===== src/rtl/ram_bist_pkg.sv =====
// Shared types and pattern helper for the RAM BIST controller.
package ram_bist_pkg;

  typedef enum logic [2:0] {
    IDLE = 3'd0,
    WR0  = 3'd1,
    RD0  = 3'd2,
    CK0  = 3'd3,
    WR1  = 3'd4,
    RD1  = 3'd5,
    CK1  = 3'd6,
    DONE = 3'd7
  } bist_state_t;

  // Callers truncate to their data width; low bits of sum and inversion are width-independent.
  function automatic logic [31:0] exp_data(input logic [31:0] seed, input logic [31:0] addr,
                                           input logic inv);
    logic [31:0] v;
    v = seed + addr;
    return inv ? ~v : v;
  endfunction

endpackage


===== src/rtl/ram_bist_ctrl.sv =====
// March-style BIST for a small single-port RAM: write/read/check with a seeded
// address pattern, then again with the inverted pattern, reporting the first failure.
module ram_bist_ctrl
  import ram_bist_pkg::*;
#(
  parameter int ADDR_WIDTH = 2,
  parameter int DATA_WIDTH = 4
) (
  input  logic                    clk,
  input  logic                    reset,
  input  logic                    start,
  input  logic [DATA_WIDTH-1:0]   seed,
  output logic                    mem_sel,
  output logic [ADDR_WIDTH-1:0]   mem_addr,
  output logic [DATA_WIDTH-1:0]   mem_din,
  input  logic [DATA_WIDTH-1:0]   mem_dout,
  output logic                    busy,
  output logic                    done,
  output logic                    pass,
  output logic [ADDR_WIDTH+1:0]   err_count,
  output logic [ADDR_WIDTH-1:0]   fail_addr,
  output logic                    fail_pass
);

  localparam int EW = ADDR_WIDTH + 2;
  localparam logic [ADDR_WIDTH-1:0] LAST = ADDR_WIDTH'((2 ** ADDR_WIDTH) - 1);

  bist_state_t           state, state_n;
  logic [ADDR_WIDTH-1:0] cnt, cnt_n;
  logic [DATA_WIDTH-1:0] seed_q, seed_n;
  logic                  go;

  // One-cycle-delayed read tag: the RAM returns data the edge after the read.
  logic                  chk_vld;
  logic [ADDR_WIDTH-1:0] chk_addr;
  logic                  chk_inv;
  logic [DATA_WIDTH-1:0] chk_exp;
  logic                  mism;
  logic [EW-1:0]         err_n;

  logic                  wr_n, rd_n, ck_n, inv_n;
  logic                  sel_n;
  logic [ADDR_WIDTH-1:0] addr_n;
  logic [DATA_WIDTH-1:0] din_n;

  assign go = (state == IDLE) && start;

  always_comb begin
    state_n = state;
    cnt_n   = cnt;
    case (state)
      IDLE: if (start) begin
        state_n = WR0;
        cnt_n   = '0;
      end
      WR0, RD0, WR1, RD1: begin
        cnt_n = cnt + ADDR_WIDTH'(1);
        if (cnt == LAST) begin
          case (state)
            WR0:     state_n = RD0;
            RD0:     state_n = CK0;
            WR1:     state_n = RD1;
            default: state_n = CK1;
          endcase
        end
      end
      CK0: begin
        state_n = WR1;
        cnt_n   = '0;
      end
      CK1:     state_n = DONE;
      default: state_n = IDLE;
    endcase
  end

  // Outputs are registered from the next-state decode so they line up with the state register.
  always_comb begin
    wr_n   = (state_n == WR0) || (state_n == WR1);
    rd_n   = (state_n == RD0) || (state_n == RD1);
    ck_n   = (state_n == CK0) || (state_n == CK1);
    inv_n  = (state_n == WR1) || (state_n == RD1) || (state_n == CK1);
    seed_n = go ? seed : seed_q;
    sel_n  = wr_n;
    addr_n = (wr_n || rd_n) ? cnt_n : (ck_n ? LAST : '0);
    din_n  = wr_n ? DATA_WIDTH'(exp_data(32'(seed_n), 32'(cnt_n), inv_n)) : '0;
  end

  always_comb begin
    chk_exp = DATA_WIDTH'(exp_data(32'(seed_q), 32'(chk_addr), chk_inv));
    mism    = chk_vld && (mem_dout != chk_exp);
    err_n   = err_count + EW'(mism);
  end

  always_ff @(posedge clk) begin
    if (reset) begin
      state     <= IDLE;
      cnt       <= '0;
      seed_q    <= '0;
      chk_vld   <= 1'b0;
      chk_addr  <= '0;
      chk_inv   <= 1'b0;
      mem_sel   <= 1'b0;
      mem_addr  <= '0;
      mem_din   <= '0;
      busy      <= 1'b0;
      done      <= 1'b0;
      pass      <= 1'b0;
      err_count <= '0;
      fail_addr <= '0;
      fail_pass <= 1'b0;
    end else begin
      state    <= state_n;
      cnt      <= cnt_n;
      seed_q   <= seed_n;
      chk_vld  <= (state == RD0) || (state == RD1);
      chk_addr <= cnt;
      chk_inv  <= (state == RD1);
      mem_sel  <= sel_n;
      mem_addr <= addr_n;
      mem_din  <= din_n;
      busy     <= (state_n != IDLE) && (state_n != DONE);
      done     <= (state_n == DONE);
      if (go) begin
        err_count <= '0;
        pass      <= 1'b0;
        fail_addr <= '0;
        fail_pass <= 1'b0;
      end else begin
        if (mism) begin
          err_count <= err_n;
          if (err_count == '0) begin
            fail_addr <= chk_addr;
            fail_pass <= chk_inv;
          end
        end
        // err_n folds in a mismatch from the final CK1 compare on this same edge.
        if (state_n == DONE) pass <= (err_n == '0);
      end
    end
  end

endmodule


===== config.mk =====
export PLATFORM = sky130hd
export DESIGN_NAME = ram_bist_ctrl
export DESIGN_NICKNAME = d
export VERILOG_FILES = /design/src/rtl/ram_bist_pkg.sv /design/src/rtl/ram_bist_ctrl.sv
export SDC_FILE = /design/constraint.sdc
export NUM_CORES = 1
export LEC_CHECK = 0
export BUFFER_PORTS_ARGS = -buffer_cell sky130_fd_sc_hd__buf_4
export CAP_MARGIN = 20
export CELL_PAD_IN_SITES_DETAIL_PLACEMENT = 0
export CELL_PAD_IN_SITES_GLOBAL_PLACEMENT = 2
export CORE_MARGIN = 4
export CORE_UTILIZATION = 30
export CTS_BUF_LIST = sky130_fd_sc_hd__clkbuf_4 sky130_fd_sc_hd__clkbuf_8 sky130_fd_sc_hd__clkbuf_16
export CTS_CLUSTER_SIZE = 14
export DETAILED_ROUTE_END_ITERATION = 8
export PLACE_DENSITY_LB_ADDON = 0.1
export SYNTH_ARGS = -nofsm -noshare
export SYNTH_HDL_FRONTEND = slang
export SYNTH_SLANG_ARGS = --single-unit
export TNS_END_PERCENT = 5

===== constraint.sdc =====
create_clock -name clk -period 2.6 [get_ports clk]
set_input_delay 0.52 -clock clk [delete_from_list [all_inputs] [get_ports clk]]
set_output_delay 0.52 -clock clk [all_outputs]
set_load 0.1 [all_outputs]

Word-level counts from Yosys, hierarchy flattened
Cells that the tools add are included.
{ "word_totals": {"out_inout_bits": 17, "inputBits": 11, "word_cells": 67, "ff_bits": 30} }
{ "classes": {"eq_ne": 16, "bitwise_logic": 3, "add_sub_neg": 4, "reduce_logical": 18, "muxes": 11} }
{ "op_table": {"columns": ["op", "n"], "rows": [
  ["equality test 3 bit (second input constant)", 7],
  ["equality test 3 x 2 -> 1 bit (second input constant)", 4],
  ["2-to-1 mux 4 bit", 3],
  ["one-hot mux 3 bit (4 select lines)", 1],
  ["one-hot mux 3 bit (3 select lines)", 1],
  ["adder 4 x 2 -> 4 bit", 2],
  ["logical NOT 4 bit", 2],
  ["inverter 4 bit", 2],
  ["logical OR 1 bit", 7],
  ["equality test 3 x 1 -> 1 bit (second input constant)", 2],
  ["2-to-1 mux 2 bit", 3],
  ["2-to-1 mux 3 bit", 2],
  ["one-hot mux 2 bit (3 select lines)", 1],
  ["adder 4 x 1 -> 4 bit", 1],
  ["inequality test 4 bit", 1],
  ["OR reduction 2 bit", 2],
  ["OR reduction 4 bit", 1],
  ["logical AND 1 bit", 3],
  ["logical NOT 3 bit", 1],
  ["inequality test 3 bit (second input constant)", 1],
  ["nonzero test 3 bit", 1],
  ["adder 2 x 1 -> 2 bit (second input constant)", 1],
  ["equality test 2 bit (second input constant)", 1],
  ["AND reduction 2 bit", 1],
  ["inverter 1 bit", 1]
]} }

Logic depth before layout (Yosys ltp)
Gate-level depths: netlist of run 1.
{ "logic_depth": {"depth_word": 8, "ltp_mapped": 13} }

Worst setup path before layout of run 1
No wires, ideal clock.
{ "synth_timing": {"path_kind": "register to register", "start": "register seed_q[0]", "end": "register pass", "arrival_time_ns": 2.766, "stages_incl_launch_ff": 14, "setup_slack_ns": -0.236, "setup_time_ns": 0.070, "required_time_ns": 2.530, "cell_sequence": "dfxtp_1 ha_1 fa_1 xor2_1 and3_1 o2111ai_1 nand2_1 inv_1 ha_1 ha_1 nor3_1 a31oi_1 or4_1 a21oi_1"} }
{ "synth_between": {"elab_chain_len": 7} }
{ "synth_lines": {"columns": ["element", "line", "source"], "rows": [
  ["start, declared", "ram_bist_ctrl.sv:30", "logic [DATA_WIDTH-1:0] seed_q, seed_n;"],
  ["start signal, assigned", "ram_bist_ctrl.sv:114", "seed_q <= seed_n;"],
  ["adder 4 x 2 -> 4 bit *", "ram_bist_pkg.sv:19", "v = seed + addr;"],
  ["inverter 4 bit", "ram_bist_pkg.sv:20", "return inv ? ~v : v;"],
  ["2-to-1 mux 4 bit *", "ram_bist_pkg.sv:20", null],
  ["inequality test 4 bit *", "ram_bist_ctrl.sv:90", "mism = chk_vld && (mem_dout != chk_exp);"],
  ["logical AND 1 bit *", "ram_bist_ctrl.sv:90", null],
  ["via mism", "ram_bist_ctrl.sv:38", "logic mism;"],
  ["adder 4 x 1 -> 4 bit *", "ram_bist_ctrl.sv:91", "err_n = err_count + EW'(mism);"],
  ["logical NOT 4 bit *", "ram_bist_ctrl.sv:137", "if (state_n == DONE) pass <= (err_n == '0);"],
  ["end signal, assigned", "ram_bist_ctrl.sv:137", null],
  ["end, declared", "ram_bist_ctrl.sv:19", "output logic pass,"]
]} }
The timed path passes the listed nets; every way through them passes the cells marked *.
A chain may end at the register's enable or synchronous reset.

Final worst setup path of run 1
Ends and elaborated chain as after synthesis.

==> run_results.csv, run 1 <==
group,metric,value,unit
logic_synthesis,synth_area,1580,um2
die,dieHeight,80.58,um
cells_and_area,fill_cells,532,
power,switching_share,27.94,%
detailed_routing,drt-wirelength-per-cell,13.53,um
cells_and_area,n_antenna_cell,0,
logic_synthesis,synth_top_area_cell,"dfxtp_1",
power,ir_drop,0.2475,mV
worst_setup_path,start_kind,"flip-flop",
die,die_w,80.58,um
detailed_routing,via_per_inst,4.775,
logic_synthesis,synth-edff-count,0,
detailed_routing,antenna_left,0,
cts,cts_hold_buf,0,
worst_setup_path,cp_top_family,"adder cells",
worst_setup_path,crit_chain,"ha_4, fa_1, xor2_1, buf_4, nor3_4, o2111ai_2, nand2_1, inv_2, ha_4, ha_4, buf_4, a31oi_1, or4_1, a21oi_1",
logic_synthesis,synth_commonest_cells,"30 x dfxtp_1, 19 x nand2_1, 12 x nor2_1, 10 x a21oi_1, 10 x xor2_1",
worst_setup_path,critPathKind,"flip-flop to flip-flop",
sta,post-route-period-util,107.8,%
worst_setup_path,crit_slowest_cell,"fa_1",
placed_design,dpl.hpwl,2925,um
logic_synthesis,async_flop_share,0,%
logic_synthesis,yosysSeqAreaShare,38.00,%
placed_design,place_inst,279,
detailed_routing,drc_errors,0,
logic_synthesis,post-synth-top-count-cell,"dfxtp_1",
logic_synthesis,syn_nets,193,
cells_and_area,final_net_count,238,
power,combPwrFrac,18.5,%
global_routing,grt_pass1_vias,1364,
logic_synthesis,synthTopCellsByArea,"dfxtp_1 38%, ha_1 5.5%, xor2_1 5.5%, nand2_1 4.5%, mux2i_1 3.8%",
worst_setup_path,cp_max_fo,3,
cells_and_area,final_cells,289,
cts,max-clock-path-buffers,2,
cells_and_area,layout-drive-gt1-share,32.42,%
logic_synthesis,synth_top_area_share,38.00,%
worst_setup_path,arrival,3010,ps
sta,fin_ws,-202.5,ps
power,p_leak,0.9502,nW
placed_design,gp_congestion,0.8030,
die,start_util,30.94,%
flow_run,maxCapViolCount,0,
sta,worstMarginPinSlew,568.5,ps
cts,cts.sinks,30,
die,io_pins,28,
sta,setup_violations,2,
sta,grt_setup_unrepaired,"yes",
cells_and_area,seqCellArea,603.1,um2
detailed_routing,wl,3910,um
sta,drv_slew,0,
logic_synthesis,ys_ff_latch,30,
status,violations,"setup timing",
placed_design,pre_cts_slack,-306.7,ps
logic_synthesis,syn-mean-instance-area,9.134,um2
worst_setup_path,worstPathBufferInverterCount,3,
die,core,5107,um2
detailed_routing,drtPass1Iterations,4,
global_routing,grt_max_degree,21,
worst_setup_path,max_stage_delay,520,ps
die,rows,26,
global_routing,grt_pass1_wl,6630,um
cells_and_area,multi_input_area,980.9,um2
cts,h-tree-depth,2,
detailed_routing,drt_iter0_drc,46,
power,p_per_area,544.9,nW/um2
worst_setup_path,cp_common_cell,"ha_4",
power,power_frac_clock,39.6,%
power,switchingPower,0.3259,mW
status,outcome,"finished with violations",
cells_and_area,syn2layout_area_growth,35.47,%
sta,skew,4.506,ps
die,design.die.area,6492,um2
logic_synthesis,ys_dominant_reg_cell,"dfxtp_1",
worst_setup_path,crit_path_end_kind,"flip-flop",
logic_synthesis,ys_warn_count,0,
cts,clk_pin_slew,70,ps
worst_setup_path,critPathRequiredTime,2810,ps
global_routing,track_usage,13.46,%
sta,fmax,356.8,MHz
detailed_routing,vias,1380,
sta,fin_crit,2802,ps
placed_design,portBuffers,27,
power,p_int,0.8407,mW
global_routing,antenna_found_initial,0,
power,seqPwrFrac,41.9,%
cts,cts_tree,"done",
worst_hold_path,min-delay-path-class,"flip-flop to flip-flop",
cts,cts_root_buf,"clkbuf_8",
logic_synthesis,syn_inst,173,
global_routing,grt_overflow,0,
sta,hold_viol,0,
logic_synthesis,synth.distinct_cells,44,
cts,clk_latency,280,ps
sta,slew_headroom,61.78,%
cts,cts_buffers,5,
==> power groups by stage <==
stage	registers, mW	logic [mW]	clock network (mW)
after floorplan	0.554	0.0903	0
after global placement	0.497	0.207	0
after detailed placement	0.498	0.209	0
after CTS	0.488	0.218	0.484
after global routing	0.490	0.236	0.506
final	0.489	0.216	0.462
==> layer usage <==
metal | part of all wire, % | up-vias | track usage (%) | routed length (um)
met5 | 0 | - | 0 | 0
met4 | 0.74 | 0 | 4.561 | 29
met3 | 3.1 | 4 | 3.812 | 123
met2 | 52 | 18 | 23.92 | 2021
met1 | 44 | 656 | 15.30 | 1735
li1 | - | 702 | - | -
==> flip-flops by register name, indices dropped and copies added, names as in the netlist <==
signal,cells
mem_sel,1
mem_addr,2
seed_q,4
fail_addr,2
mem_din,4
done,1
cnt,2
state,3
chk_addr,2
pass,1
fail_pass,1
err_count,4
chk_vld,1
busy,1
chk_inv,1
==> logic make-up (layout without fill, tap and decap cells) <==
kind of cell / count (synthesis) / count (layout) / share of synthesized area, %
xor gates and xnor gates: 13 / 13 / 8.076
AOI/OAI and AO/OA: 34 / 34 / 14.33
DFF: 30 / 30 / 38.01
buffers and inverters: 13 / 59 / 3.721
muxes: 10 / 10 / 6.651
and+or+nand+nor: 64 / 64 / 21.14
adders and majority gates: 9 / 9 / 8.076
==> tightest hold or removal path, delay by kind of cell (launching register included) <==
kind | cells | cell delay [ps]
muxes | 1 | 60
and+or+nand+nor | 1 | 50
DFF | 1 | 310
==> stage by stage <==
step           total power, mW  hold slack (ps)  setup TNS, ps  cell area, um2  util, %
5_1_grt                  1.231            485.6         -692.8            2141    41.92
6_report                 1.167            462.7         -334.3            2141    41.92
3_5_place_dp            0.7067            455.7         -452.1            1963    38.44
3_3_place_gp            0.7045            447.3         -258.8            1963    38.44
2_1_floorplan           0.6441            438.5         -187.4            1589        -
4_1_cts                  1.190            467.6         -291.2            2141    41.92
==> path summary, 6_finish.rpt <==
| check | slack, ps | endpoint | depth (start not counted) | startpoint |
|---|---|---|---|---|
| hold / removal | 460 | fail_addr[0] | 2 | fail_addr[0] |
| setup reg to reg | -200 | pass | 14 | seed_q[0] |
| hold reg to reg | 460 | fail_addr[0] | 2 | fail_addr[0] |
| setup / recovery | -200 | pass | 14 | seed_q[0] |
==> placed cells by master (no fill, tap or decap), drive strengths merged, types with 2 or more instances in the layout <==
cell    instances
buf            45
dfxtp          30
nand2          19
nor2           12
xor2           10
a21oi          10
o21ai           7
ha              7
nor2b           6
mux2i           6
inv             6
clkbuf          5
nor3            5
nand3           4
mux2            4
or3             4
a22oi           3
and2            3
and3            2
xnor2           2
a21o            2
o31ai           2
or4             2
o211ai          2
fa              2
clkinv          2
==> what timing repair did <==
action | 4_1_cts | 5_1_grt
setup buffers | 2 | 0
cloned | 0 | 0
gates resized for setup | 11 | 0
pin swaps | 6 | 1
setup endpoints to repair | 2 | 3
==> layout make-up <==
type                    instances  share of cell area (%)
multi-input cells             130                   45.82
flip-flops and latches         30                   28.17
repair buffers                 45                   15.78
well taps                      70                   4.091
clock buffers                   5                   3.214
clock inverters                 3                   1.870
inverters                       6                   1.052
Power figures use the tool's default switching activity.
==> run 2: changes to the inputs <==
ABC_AREA = 1   (was unset)
CORE_UTILIZATION = 27   (was 30)
==> run 2 against run 1 <==
Effect of this change:
- wire length increased by 5.0%
- the run still ends with setup timing left
- register-to-register slack improved by 190 ps
- clock skew rose by 1.6 ps
- first-iteration DRC count shrank 24%
- synthesized area rose by 6.0%
- final cell count up 26%
- worst setup slack better by 190 ps
- via count is 11% higher
- largest cell class unchanged
- power is 19% higher
==> run_results.csv, run 2 <==
group,metric,value,unit
cts,cts_root_buf,"clkbuf_8",
detailed_routing,drt_iter0_drc,35,
logic_synthesis,synth_top_area_cell,"dfxtp_1",
sta,fmax,382.5,MHz
placed_design,pre_cts_slack,-63.33,ps
cts,cts.sinks,30,
detailed_routing,antenna_left,0,
logic_synthesis,synthMuxAreaShare,0,%
logic_synthesis,synth-xor-area-share,1.568,%
cells_and_area,final_common_cell,"nand2_1",
worst_setup_path,crit_chain,"ha_4, fa_1, inv_1, nand2_1, nand2_2, nand2_1, nand3_1, nor2_1, nand2_2, nand2_2, inv_2, ha_4, ha_4, xor2_1, nor4_1, nand2_1, a21oi_2",
worst_setup_path,arrival,2830,ps
logic_synthesis,syn_inst,246,
global_routing,use_met3,2.376,%
sta,skew,6.101,ps
status,outcome,"finished with violations",
sta,slew_headroom,56.01,%
die,core,5956,um2
power,p_per_area,636.2,nW/um2
cells_and_area,reg.largest.list,"err_count (4), mem_din (4), seed_q (4)",
die,dieHeight,86.77,um
worst_setup_path,worstPathBufferInverterCount,2,
detailed_routing,drt-wirelength-per-cell,11.24,um
worst_setup_path,rrSetupSlack,-10,ps
logic_synthesis,ys_warn_count,0,
logic_synthesis,syn-mean-instance-area,6.810,um2
flow_run,maxCapViolCount,0,
die,die_w,86.77,um
logic_synthesis,synth-compound-area-share,9.709,%
global_routing,antenna_found_initial,0,
detailed_routing,drc_errors,0,
worst_hold_path,min_path_cells,2,
cells_and_area,fill_cells,679,
global_routing,met1_usage,16.37,%
logic_synthesis,syn_nets,266,
worst_hold_path,min_delay_worst_endpoint,"chk_addr[0]",
logic_synthesis,ys_dominant_reg_cell,"dfxtp_1",
worst_setup_path,critPathKind,"flip-flop to flip-flop",
logic_synthesis,synth_top_family_by_area,"simple AND/OR/NAND/NOR gates",
placed_design,dpl.hpwl,3254,um
sta,worstMarginPinSlew,653.7,ps
worst_setup_path,crit_slowest_cell,"fa_1",
global_routing,grt_overflow,0,
detailed_routing,wl,4104,um
worst_setup_path,max_stage_delay,490,ps
logic_synthesis,synth-edff-count,0,
cells_and_area,syn2layout_area_growth,30.40,%
die,rows,28,
worst_setup_path,reg2reg_to,"pass",
status,violations,"setup timing",
cells_and_area,final_net_count,310,
cts,clk_pin_slew,70,ps
logic_synthesis,synth_area,1675,um2
worst_setup_path,critPathRequiredTime,2810,ps
logic_synthesis,synthTopCellsByArea,"dfxtp_1 36%, nand2_1 13%, inv_1 9.4%, nor2_1 6.7%, nand3_1 5.7%",
detailed_routing,via_per_inst,4.200,
sta,hold_ws,480.9,ps
sta,drv_slew,0,
detailed_routing,vias,1533,
global_routing,track_usage,12.04,%
sta,fin_crit,2614,ps
global_routing,grt_pass1_vias,1562,
die,io_pins,28,
placed_design,gp_congestion,0.7700,
worst_setup_path,start_kind,"flip-flop",
logic_synthesis,synth_commonest_cells,"60 x nand2_1, 42 x inv_1, 30 x dfxtp_1, 30 x nor2_1, 19 x nand3_1",
detailed_routing,drtPass1Iterations,5,
global_routing,grt_pass1_wl,7141,um
cells_and_area,utilization,36.68,%
cts,h-tree-depth,2,
global_routing,globalRouteMet2Util,19.33,%
die,design.die.area,7529,um2
logic_synthesis,synth_top_area_share,35.85,%
worst_setup_path,cp_max_fo,2,
cts,clk_latency,270,ps
power,total_power,1.390,mW
cts,max-clock-path-buffers,2,
sta,post-route-period-util,100.5,%
logic_synthesis,synthSimpleGateAreaFrac,33.83,%
logic_synthesis,async_flop_share,0,%
sta,hold_viol,0,
worst_setup_path,ff2ff_path_depth,17,
worst_setup_path,rr_startpoint,"chk_addr[0]",
sta,tns,-14.14,ps
sta,setup_violations,1,
cells_and_area,n_antenna_cell,0,
placed_design,portBuffers,27,
logic_synthesis,synthAdderAreaFrac,7.618,%
cts,cts_tree,"done",
global_routing,grt.busiest_layer,"met2",
cells_and_area,final_cell_mix,"58 x nand2_1, 42 x inv_1, 39 x buf_4, 29 x nor2_1, 28 x dfxtp_1",
global_routing,grt_max_degree,19,
sta,grt_setup_unrepaired,"yes",
worst_setup_path,crit_path_end_kind,"flip-flop",
die,start_util,28.13,%
logic_synthesis,synth.distinct_cells,28,
power,p_leak,1.136,nW
cts,cts_buffers,5,
sta,fin_ws,-14.14,ps
worst_hold_path,min-delay-path-class,"flip-flop to flip-flop",
logic_synthesis,yosysSeqAreaShare,35.85,%
logic_synthesis,ys_ff_latch,30,
power,ir_drop,0.3349,mV
cells_and_area,layout-drive-gt1-share,26.21,%
worst_setup_path,cp_top_family,"adder cells",
logic_synthesis,post-synth-top-count-cell,"nand2_1",
worst_hold_path,hp-start,"cnt[0]",
cts,cts_hold_buf,0,
run 2: changes by cell type after synthesis, sizes merged, moves of 6 or more:
| cell | before | now |
|---|---|---|
| nor2 | 12 | 30 |
| xor2 | 10 | 1 |
| nand2 | 19 | 63 |
| nor2b | 6 | 0 |
| nand3 | 4 | 20 |
| inv | 6 | 49 |
| mux2i | 6 | 0 |
run 2: cells by family after synthesis:
| kind of cell | count (synthesis) |
|---|---|
| compound gates | 26 |
| xor+xnor | 3 |
| fa+ha+maj | 9 |
| buf+inv | 51 |
| flops | 30 |
| simple gates | 127 |
run 2: final cells by class:
cell class,count,area [um2],share of cell area (%)
sequential,30,603.1,27.61
inverter,49,183.9,8.419
clock buffer,5,68.82,3.150
clock inverter,2,10.01,0.4582
tap,75,93.84,4.296
timing repair buffer,39,292.8,13.40
multi-input combinational,165,932.1,42.67
run 2: per-layer routing:
layer	part of all wire (%)	routed length, um
met1	51	2105
met2	45	1841
met3	2.6	106
met4	1.2	50
met5	0	0
run 2: power by group:
group	internal (mW)	switching, mW
clock network	0.179	0.172
logic	0.160	0.355
registers	0.500	0.0236
run 2: worst max path at each step:
| stage | cells after the start | from | to | slack [ps] |
|---|---|---|---|---|
| 2_1_floorplan | 17 | seed_q[0] | pass | 10 |
| 3_3_place_gp | 17 | seed_q[0] | pass | -30 |
| 3_5_place_dp | 17 | seed_q[0] | pass | -60 |
| 4_1_cts | 17 | chk_addr[0] | pass | -10 |
| 5_1_grt | 17 | chk_addr[0] | pass | -190 |
| 6_report | 17 | chk_addr[0] | pass | -10 |
run 2: timing repair:
action / CTS / global route
setup buffers: 2 / 0
cloned: 0 / 0
endpoints found under the setup margin: 1 / 3
resized for setup: 7 / 2
pin swaps: 10 / 7
run 2: per-stage QoR:
| step | instance area, um2 | std cells |
|---|---|---|
| after floorplan | 1683 | 246 |
| after global placement | 2047 | 356 |
| after detailed placement | 2047 | 356 |
| after CTS | 2178 | 365 |
| after global routing | 2185 | 365 |
| final | 2185 | 365 |
run 2: worst min-delay path, delay by kind of cell, from the launching register on:
family | cells | cell delay (ps)
simple gates | 1 | 40
buf+inv | 1 | 90
flops | 1 | 310
==> run 3: changes to the inputs <==
GPL_TIMING_DRIVEN = 0   (was unset)
==> run 3 against run 2 <==
Effect of this change:
- the run still ends with setup timing left
- clock power is 12% higher
- largest power group unchanged
- global-route usage is 0.084 points lower
- sequential share of layout area is 0.21 points lower
- critical path type unchanged
- highest routed layer unchanged
- hold slack worse by 2.5 ps
==> run_results.csv, run 3 (synthesized netlist as in run 2, its figures left out) <==
group,metric,value,unit
cells_and_area,layout-drive-gt1-share,26.13,%
worst_setup_path,cp_top_family,"adder cells",
worst_setup_path,ff2ff_path_depth,17,
status,outcome,"finished with violations",
detailed_routing,drc_errors,0,
sta,fmax,375.8,MHz
worst_setup_path,crit_slowest_cell,"fa_1",
cells_and_area,n_antenna_cell,0,
placed_design,pre_cts_slack,-236.8,ps
power,p_per_area,649.3,nW/um2
sta,hold_ws,478.4,ps
sta,slew_headroom,52.18,%
cts,max-clock-path-buffers,2,
detailed_routing,antenna_left,0,
worst_hold_path,min_path_cells,2,
worst_setup_path,critPathRequiredTime,2810,ps
global_routing,grt_pass1_wl,6879,um
global_routing,antenna_found_initial,0,
cells_and_area,syn2layout_area_growth,31.67,%
placed_design,dpl.hpwl,3225,um
cells_and_area,final_common_cell,"nand2_1",
power,switchingPower,0.5509,mW
cts,clk_latency,280,ps
power,ir_drop,0.3015,mV
worst_setup_path,worstPathBufferInverterCount,2,
placed_design,gp_congestion,0.7260,
power,power_frac_clock,27.4,%
worst_setup_path,crit_path_end_kind,"flip-flop",
global_routing,grt_pass1_vias,1483,
worst_setup_path,start_kind,"flip-flop",
power,total_power,1.432,mW
detailed_routing,vias,1527,
sta,setup_violations,1,
detailed_routing,drtPass1Iterations,4,
global_routing,grt_max_degree,11,
die,die_w,86.77,um
detailed_routing,drt-wirelength-per-cell,11.51,um
cells_and_area,final_cells,362,
worst_setup_path,cp_max_fo,3,
die,rows,28,
worst_setup_path,critPathKind,"flip-flop to flip-flop",
sta,grt_setup_unrepaired,"yes",
sta,post-route-period-util,102.3,%
sta,fin_crit,2661,ps
detailed_routing,wl,4168,um
cells_and_area,reg.largest.list,"err_count (4), mem_din (4), seed_q (4)",
worst_setup_path,max_stage_delay,490,ps
sta,skew,7.760,ps
status,violations,"setup timing",
die,io_pins,28,
flow_run,maxCapViolCount,0,
global_routing,track_usage,11.95,%
detailed_routing,via_per_inst,4.218,
cts,h-tree-depth,2,
power,combPwrFrac,35.4,%
cts,cts_root_buf,"clkbuf_8",
power,seqPwrFrac,37.2,%
sta,fin_ws,-60.64,ps
power,p_int,0.8814,mW
worst_hold_path,min-delay-path-class,"flip-flop to flip-flop",
cts,cts_tree,"done",
worst_setup_path,crit_chain,"ha_4, fa_1, inv_1, nand2_1, nand2_2, nand2_1, nand3_1, nor2_1, nand2_2, nand2_4, inv_4, ha_4, ha_4, xor2_2, nor4_2, nand2_1, a21oi_2",
global_routing,grt_overflow,0,
die,start_util,28.13,%
power,switching_share,38.46,%
cts,cts.sinks,30,
detailed_routing,drt_iter0_drc,48,
worst_setup_path,arrival,2870,ps
die,core,5956,um2
cts,clk_pin_slew,70,ps
sta,drv_slew,0,
worst_setup_path,crit_cells,17,
placed_design,portBuffers,26,
die,design.die.area,7529,um2
sta,hold_viol,0,
cells_and_area,final_cell_mix,"58 x nand2_1, 42 x inv_1, 33 x buf_4, 29 x nor2_1, 27 x dfxtp_1",
cts,cts_hold_buf,0,
power,p_leak,1.130,nW
placed_design,place_inst,347,
cells_and_area,final_net_count,306,
sta,worstMarginPinSlew,710.8,ps
cts,cts_buffers,5,
die,dieHeight,86.77,um
-- run 3: metal layers --
layer  vias to the layer above  track usage [%]  wire length (um)
met1                       650            15.66              2067
met2                        23            18.71              1886
li1                        848                -                 -
met3                         6            2.852               144
met4                         0            5.099                70
met5                         -                0                 0
-- run 3: path summary, 6_finish.rpt --
kind | endpoint | startpoint | slack, ps
hold reg to reg | chk_addr[0] | cnt[0] | 480
hold / removal | chk_addr[0] | cnt[0] | 480
setup reg to reg | pass | chk_addr[0] | -60
setup / recovery | pass | chk_addr[0] | -60
-- run 3: area by class of cell --
type                            instances  area [um2]
Tap cell                               75       93.84
Inverter                               49       186.4
Fill cell                             652        3750
Buffer                                  2       7.507
Clock buffer                            7       90.09
Timing Repair Buffer                   33       247.7
Sequential cell                        30       604.3
Clock inverter                          1       5.005
Multi-Input combinational cell        165       970.9
-- run 3: worst reg2reg max path, delay by kind of cell, from the launching register on --
kind,cells,cell delay [ps]
fa+ha+maj,4,970
simple gates,9,950
flops,1,340
xor+xnor,1,140
compound gates,1,120
buf+inv,2,80
-- run 3: metrics by stage --
stage | util (%) | setup TNS, ps | instance area, um2
5_1_grt | 37.04 | -286.2 | 2206
2_1_floorplan | - | 0 | 1683
4_1_cts | 36.22 | -141.9 | 2157
3_3_place_gp | 33.11 | -299.0 | 1972
3_5_place_dp | 33.11 | -246.6 | 1972
6_report | 37.04 | -60.64 | 2206
-- run 3: power by group through the flow --
| stage | registers [mW] | clock network (mW) | logic (mW) |
|---|---|---|---|
| floorplan | 0.678 | 0 | 0.234 |
| global placement | 0.538 | 0 | 0.491 |
| detailed placement | 0.537 | 0 | 0.488 |
| CTS | 0.530 | 0.416 | 0.500 |
| global route | 0.539 | 0.434 | 0.561 |
| finish | 0.532 | 0.393 | 0.508 |
-- run 3: timing repair --
action                     in CTS  in global routing
setup endpoints to repair       3                  6
pin swaps                      11                  7
setup buffers                   4                  3
gates resized for setup        12                  6
